### src/rtl/usb_serial_uart_phy.sv
// UART bridge between the usb_serial_core byte pipes and real TX/RX pins (8N1 by default).
// Define USB_SERIAL_UART_PARITY_EN to add an even-parity bit after bit 7 in both directions.
module usb_serial_uart_phy #(
  parameter int CLKS_PER_BIT = 416
) (
  input  logic       clk,
  input  logic       reset,
  input  logic [7:0] uart_out_data,
  input  logic       uart_out_valid,
  output logic       uart_out_get,
  output logic [7:0] uart_in_data,
  output logic       uart_in_valid,
  input  logic       uart_in_ready,
  output logic       uart_tx,
  input  logic       uart_rx,
  output logic       tx_busy,
  output logic       rx_frame_err,
  output logic       rx_overrun,
  output logic       rx_parity_err
);
  localparam int CW = $clog2(CLKS_PER_BIT);
  localparam logic [CW-1:0] BIT_LAST  = CW'(CLKS_PER_BIT - 1);
  localparam logic [CW-1:0] HALF_LAST = CW'(CLKS_PER_BIT / 2 - 1);

  typedef enum logic [2:0] {
    TX_IDLE, TX_START, TX_DATA,
`ifdef USB_SERIAL_UART_PARITY_EN
    TX_PARITY,
`endif
    TX_STOP
  } tx_state_t;

  typedef enum logic [2:0] {
    RX_IDLE, RX_START, RX_DATA,
`ifdef USB_SERIAL_UART_PARITY_EN
    RX_PARITY,
`endif
    RX_STOP
  } rx_state_t;

  tx_state_t      tx_state;
  logic [CW-1:0]  tx_cnt;
  logic [2:0]     tx_bit;
  logic [7:0]     tx_shift;
  logic           tx_par;

  rx_state_t      rx_state;
  logic [CW-1:0]  rx_cnt;
  logic [2:0]     rx_bit;
  logic [7:0]     rx_shift;
  logic [1:0]     rx_sync;
  logic           rx_s;
  logic           rx_armed;
  logic           rx_par_bad;

  assign rx_s    = rx_sync[1];
  assign tx_busy = (tx_state != TX_IDLE);

  // The get cycle is also the first cycle of the start bit, so the frame is exactly N bit times long.
  always_ff @(posedge clk) begin
    if (reset) begin
      tx_state     <= TX_IDLE;
      uart_tx      <= 1'b1;
      uart_out_get <= 1'b0;
      tx_cnt       <= '0;
      tx_bit       <= '0;
      tx_shift     <= '0;
      tx_par       <= 1'b0;
    end else begin
      uart_out_get <= 1'b0;
      case (tx_state)
        TX_IDLE: begin
          if (uart_out_valid) begin
            uart_out_get <= 1'b1;
            uart_tx      <= 1'b0;
            tx_shift     <= uart_out_data;
            tx_par       <= ^uart_out_data;
            tx_cnt       <= '0;
            tx_state     <= TX_START;
          end
        end
        default: begin
          if (tx_cnt != BIT_LAST) begin
            tx_cnt <= tx_cnt + 1'b1;
          end else begin
            tx_cnt <= '0;
            case (tx_state)
              TX_START: begin
                uart_tx  <= tx_shift[0];
                tx_shift <= tx_shift >> 1;
                tx_bit   <= '0;
                tx_state <= TX_DATA;
              end
              TX_DATA: begin
                if (tx_bit != 3'd7) begin
                  uart_tx  <= tx_shift[0];
                  tx_shift <= tx_shift >> 1;
                  tx_bit   <= tx_bit + 1'b1;
                end else begin
`ifdef USB_SERIAL_UART_PARITY_EN
                  uart_tx  <= tx_par;
                  tx_state <= TX_PARITY;
`else
                  uart_tx  <= 1'b1;
                  tx_state <= TX_STOP;
`endif
                end
              end
`ifdef USB_SERIAL_UART_PARITY_EN
              TX_PARITY: begin
                uart_tx  <= 1'b1;
                tx_state <= TX_STOP;
              end
`endif
              default: tx_state <= TX_IDLE;
            endcase
          end
        end
      endcase
    end
  end

  // After a framing error the line may sit low (break); rx_armed blocks a false start until it idles high.
  always_ff @(posedge clk) begin
    if (reset) begin
      rx_sync       <= 2'b11;
      rx_state      <= RX_IDLE;
      rx_cnt        <= '0;
      rx_bit        <= '0;
      rx_shift      <= '0;
      rx_armed      <= 1'b1;
      uart_in_data  <= '0;
      uart_in_valid <= 1'b0;
      rx_frame_err  <= 1'b0;
      rx_overrun    <= 1'b0;
`ifdef USB_SERIAL_UART_PARITY_EN
      rx_par_bad    <= 1'b0;
      rx_parity_err <= 1'b0;
`endif
    end else begin
      rx_sync      <= {rx_sync[0], uart_rx};
      rx_frame_err <= 1'b0;
      rx_overrun   <= 1'b0;
`ifdef USB_SERIAL_UART_PARITY_EN
      rx_parity_err <= 1'b0;
`endif
      if (uart_in_valid && uart_in_ready) uart_in_valid <= 1'b0;
      case (rx_state)
        RX_IDLE: begin
          if (rx_s) rx_armed <= 1'b1;
          if (rx_armed && !rx_s) begin
            rx_cnt   <= '0;
            rx_state <= RX_START;
          end
        end
        RX_START: begin
          if (rx_cnt != HALF_LAST) begin
            rx_cnt <= rx_cnt + 1'b1;
          end else begin
            rx_cnt   <= '0;
            rx_bit   <= '0;
            rx_state <= rx_s ? RX_IDLE : RX_DATA;
          end
        end
        RX_DATA: begin
          if (rx_cnt != BIT_LAST) begin
            rx_cnt <= rx_cnt + 1'b1;
          end else begin
            rx_cnt   <= '0;
            rx_shift <= {rx_s, rx_shift[7:1]};
            rx_bit   <= rx_bit + 1'b1;
`ifdef USB_SERIAL_UART_PARITY_EN
            if (rx_bit == 3'd7) rx_state <= RX_PARITY;
`else
            if (rx_bit == 3'd7) rx_state <= RX_STOP;
`endif
          end
        end
`ifdef USB_SERIAL_UART_PARITY_EN
        RX_PARITY: begin
          if (rx_cnt != BIT_LAST) begin
            rx_cnt <= rx_cnt + 1'b1;
          end else begin
            rx_cnt        <= '0;
            rx_par_bad    <= rx_s ^ (^rx_shift);
            rx_parity_err <= rx_s ^ (^rx_shift);
            rx_state      <= RX_STOP;
          end
        end
`endif
        default: begin
          if (rx_cnt != BIT_LAST) begin
            rx_cnt <= rx_cnt + 1'b1;
          end else begin
            rx_cnt   <= '0;
            rx_state <= RX_IDLE;
            if (!rx_s) begin
              rx_frame_err <= 1'b1;
              rx_armed     <= 1'b0;
            end else if (!rx_par_bad) begin
              if (!uart_in_valid || uart_in_ready) begin
                uart_in_data  <= rx_shift;
                uart_in_valid <= 1'b1;
              end else begin
                rx_overrun <= 1'b1;
              end
            end
          end
        end
      endcase
    end
  end

`ifndef USB_SERIAL_UART_PARITY_EN
  assign rx_par_bad    = 1'b0;
  assign rx_parity_err = 1'b0;
`endif

endmodule
### config.mk
export PLATFORM = sky130hd
export DESIGN_NAME = usb_serial_uart_phy
export DESIGN_NICKNAME = d
export VERILOG_FILES = /design/src/rtl/usb_serial_uart_phy.sv
export SDC_FILE = /design/constraint.sdc
export NUM_CORES = 1
export LEC_CHECK = 0
export BUFFER_PORTS_ARGS = -buffer_cell sky130_fd_sc_hd__buf_2
export CAP_MARGIN = 20
export CELL_PAD_IN_SITES_DETAIL_PLACEMENT = 1
export CELL_PAD_IN_SITES_GLOBAL_PLACEMENT = 1
export CORE_MARGIN = 8
export CORE_UTILIZATION = 48
export DETAILED_ROUTE_END_ITERATION = 7
export HOLD_SLACK_MARGIN = 0.12
export PLACE_DENSITY_LB_ADDON = 0.1
export SETUP_SLACK_MARGIN = 0.1
export SLEW_MARGIN = 15
export SYNTH_ARGS = -nofsm -noshare
export SYNTH_HDL_FRONTEND = slang
export SYNTH_SLANG_ARGS = --single-unit
### constraint.sdc
create_clock -name clk -period 3 [get_ports clk]
set_input_delay 0 -clock clk [delete_from_list [all_inputs] [get_ports clk]]
set_output_delay 0 -clock clk [all_outputs]
set_load 0.03 [all_outputs]
==> reports/qor.txt <==
WORST HOLD PATH
------------------------------------------------------------------------------------------
Class of the tightest hold or removal check                                   flop to flop

TIMING
------------------------------------------------------------------------------------------
Achievable clock frequency                                                       465.0 MHz
Worst hold margin                                                                0.4241 ns
Crit share post-route                                                               71.69%
Setup slack after layout                                                         0.8492 ns
Transition time at the pin with the least slew margin                            0.6163 ns
Total setup violations reported at the end of the flow                                   0
Count of endpoints failing hold in the final timing report                               0
Worst clock skew                                                               0.008158 ns
Final worst path period need                                                      2.151 ns
Setup TNS                                                                             0 ns
Worst slew margin relative to its limit                                             58.91%
Max-slew violation count                                                                 0
RSZ-0062 raised after global routing                                                    no

YOSYS
------------------------------------------------------------------------------------------
Total standard cell area after synthesis                                      0.002773 sq mm
Multiplexer share of the synthesized area                                           6.498%
Warnings, synthesis                                                                      0
Largest family of logic cells by synthesized area                             simple AND/OR/NAND/NOR gates
Share of synthesized cell area in full adder, half adder and majority cells         5.866%
Number of synthesized register bits                                                     60
Library cells used by synthesis                                                         43
Post-synthesis average cell area                                               8.802 sq um
Xor and xnor fraction of the mapped netlist area                                    1.895%
Total nets after synthesis                                                             341
Post-synthesis sequential area ratio                                                43.32%
Post-synthesis simple-gate area fraction                                            23.56%
Synthesized instance count                                                             315
Synth Area in Compound Gates                                                        14.80%

DRT
------------------------------------------------------------------------------------------
Total DRC errors in the routed layout                                                    0
Remaining antenna violation count after routing                                          0
Routed WL per cell                                                            15.24 microns
Via count normalized by instance count                                               5.520
First-iteration detailed-routing DRC count                                              80
Drt total wl                                                                  6537 microns
Router iterations before antenna repair                                                  4
Vias                                                                                 2,368

PLACED DESIGN
------------------------------------------------------------------------------------------
Half-perimeter wire length of the detailed placement result                   4349 microns
GP Congestion                                                                       0.7595
Setup Slack @ Placement                                                          0.8991 ns
Count of buffers from port buffering                                                    26

CLOCK NETWORK
------------------------------------------------------------------------------------------
TritonCTS clock tree                                                                 built
Clock latency on the worst-skew pair                                               0.34 ns
CTS Root Cell                                                                 sky130_fd_sc_hd__clkbuf_8
Total clock buffers created by CTS                                                       9
Num Clock Sinks                                                                         60
Clk pin slew, worst setup/hold paths                                               0.06 ns
Setup repair bufs after CTS                                                              0
Hold bufs inserted after CTS                                                            13
Post-cts sizing count                                                                    0
Number of levels in the clock H-tree                                                     3
Maximum clock insertion buffer count                                                     2

DIE
------------------------------------------------------------------------------------------
Die area                                                                      0.008464 sq mm
FP Rows                                                                                 27
Die X-Extent                                                                    92 microns
Vertical die dimension                                                          92 microns
Number of top-level pins                                                                28
Area of the placeable core                                                    0.005540 sq mm
Starting density of the core                                                        50.05%

POWER AND IR DROP
------------------------------------------------------------------------------------------
IR drop worst, VDD                                                               0.3993 mV
Power per Cell Area                                                           613.1 mW/mm^2
Static Leakage                                                                    1.340 nW

GRT
------------------------------------------------------------------------------------------
Total overflow reported by the global router                                             0
Wire length of the first global-routing pass                                  11,240 microns
Pin count of the biggest net entering global routing                                    42
Vias in the first global route                                                       2,415
Number of antenna violations at the first check in global routing                        0
GRT Total Usage                                                                     16.06%

LAYOUT
------------------------------------------------------------------------------------------
Number of nets in the layout                                                           380
Number of fillers in the final layout                                                  652
Layout overhead on the synthesized area                                             17.87%
Commonest non-fill, non-tap cell in the layout                                sky130_fd_sc_hd__dfxtp_1
Number of diodes                                                                         0
Combined flip-flop and latch cell area                                        0.001201 sq mm
Most frequent cells in the layout                                             sky130_fd_sc_hd__dfxtp_1 (60), sky130_fd_sc_hd__nor2_1 (43), sky130_fd_sc_hd__nand2_1 (29)
Area of the multi-input gates                                                 0.001463 sq mm
Share of final-layout standard cells stronger than drive strength 1                 14.01%

SETUP PATH
------------------------------------------------------------------------------------------
Crit path arrival time                                                             2.35 ns
CP Launch Type                                                                        flop
Required time of the critical path                                                 3.20 ns
Worst-path fanout max                                                                   13
Path type of the worst setup path                                             flop to flop
Critical Path Sink Type                                                               flop

OUTCOME
------------------------------------------------------------------------------------------
Run status                                                                    finished, final reports clean

RUN
------------------------------------------------------------------------------------------
Max-cap check violation count                                                            0

## critical path: stages (launching register included)
cell,delay [ns]
sky130_fd_sc_hd__dfxtp_1,0.37
sky130_fd_sc_hd__ha_1,0.32
sky130_fd_sc_hd__nand4b_4,0.17
sky130_fd_sc_hd__nor2_1,0.13
sky130_fd_sc_hd__buf_4,0.20
sky130_fd_sc_hd__and4_1,0.51
sky130_fd_sc_hd__mux2i_1,0.26
sky130_fd_sc_hd__nor2_1,0.06
## kinds of logic (layout without fill, tap and decap cells)
| kind of cell | after synthesis | count (layout) |
|---|---|---|
| mux | 18 | 18 |
| buf+inv | 25 | 67 |
| flops | 60 | 60 |
| simple gates | 130 | 130 |
| xor+xnor | 6 | 6 |
| compound gates | 62 | 62 |
| fa+ha+maj | 13 | 13 |
| other cells | 1 | 1 |
## sequential cells by signal, summed over array words and instances (netlist names), 2 cells and up
register / flops
tx_bit: 3
tx_shift: 8
uart_in_data: 8
rx_cnt: 9
rx_state: 2
rx_sync: 2
rx_shift: 8
tx_cnt: 9
rx_bit: 3
tx_state: 2
## routing by layer
layer | GRT usage (%) | part of all wire, % | up-vias | wire [microns]
met3 | 5.705 | 4.6 | 11 | 299
met4 | 5.369 | 1.3 | 0 | 82
met5 | 0 | 0 | - | 0
li1 | - | - | 1185 | -
met1 | 17.76 | 44 | 1132 | 2868
met2 | 27.89 | 50 | 40 | 3286
## synth_stat cells, drive strengths merged
cell type,count,share of area [%]
a31oi,2,0.99
a21boi,2,0.54
o31ai,1,0.45
ha,13,5.9
mux2i,18,6.5
nand4,5,1.1
buf,6,1.4
nand3,17,3.1
nand3b,2,0.54
and3,5,1.1
a311oi,6,1.9
nor3,7,1.3
a22oi,3,0.81
a211oi,8,2.2
a32o,1,0.36
o21ai,14,2.8
o21bai,1,0.27
nand2,29,3.9
xor2,3,0.95
a21oi,22,4.0
conb,1,0.14
nand4bb,1,0.41
and4,4,1.3
nor3b,1,0.45
nand2b,5,1.1
a21o,1,0.27
nand4b,3,1.5
or3,3,0.68
dfxtp,60,43
and2,2,0.45
xnor2,3,0.95
nor2,43,5.8
clkbuf,8,1.1
or2,2,0.45
o21a,1,0.27
nor4bb,1,0.36
inv,11,1.5
## area by class of cell
cell class              count  area share (%)
clock buffers              12           4.747
clock inverters             2           1.072
inverters                  11           1.263
multi-input cells         230           44.75
flip-flops and latches     60           36.75
well taps                  72           2.757
repair buffers             42           8.652
## where the power goes
group / switching, mW / total (mW) / internal (mW)
Combinational: 0.269 / 0.420 / 0.152
Sequential: 0.0302 / 0.871 / 0.841
Clock: 0.294 / 0.712 / 0.419
Total: 0.592 / 2.00 / 1.41
## metrics by stage
step	instances	util, %	total power [mW]	instance area (sq um)
2_1_floorplan	315	-	1.195	2773
3_3_place_gp	402	53.21	1.279	2948
3_5_place_dp	402	53.21	1.293	2948
4_1_cts	429	58.99	2.024	3268
5_1_grt	429	58.99	2.112	3268
6_report	429	58.99	2.004	3268
## final timing paths
check,endpoint,cells after the start,slack (ns),start
worst min register to register,rx_sync[1],1,0.42,rx_sync[0]
worst max register to register,uart_in_data[7],7,0.85,rx_cnt[0]
worst min-delay path,rx_sync[1],1,0.42,rx_sync[0]
worst max-delay path,uart_in_data[7],7,0.85,rx_cnt[0]
Note: power is estimated with default switching activity, not from simulation.
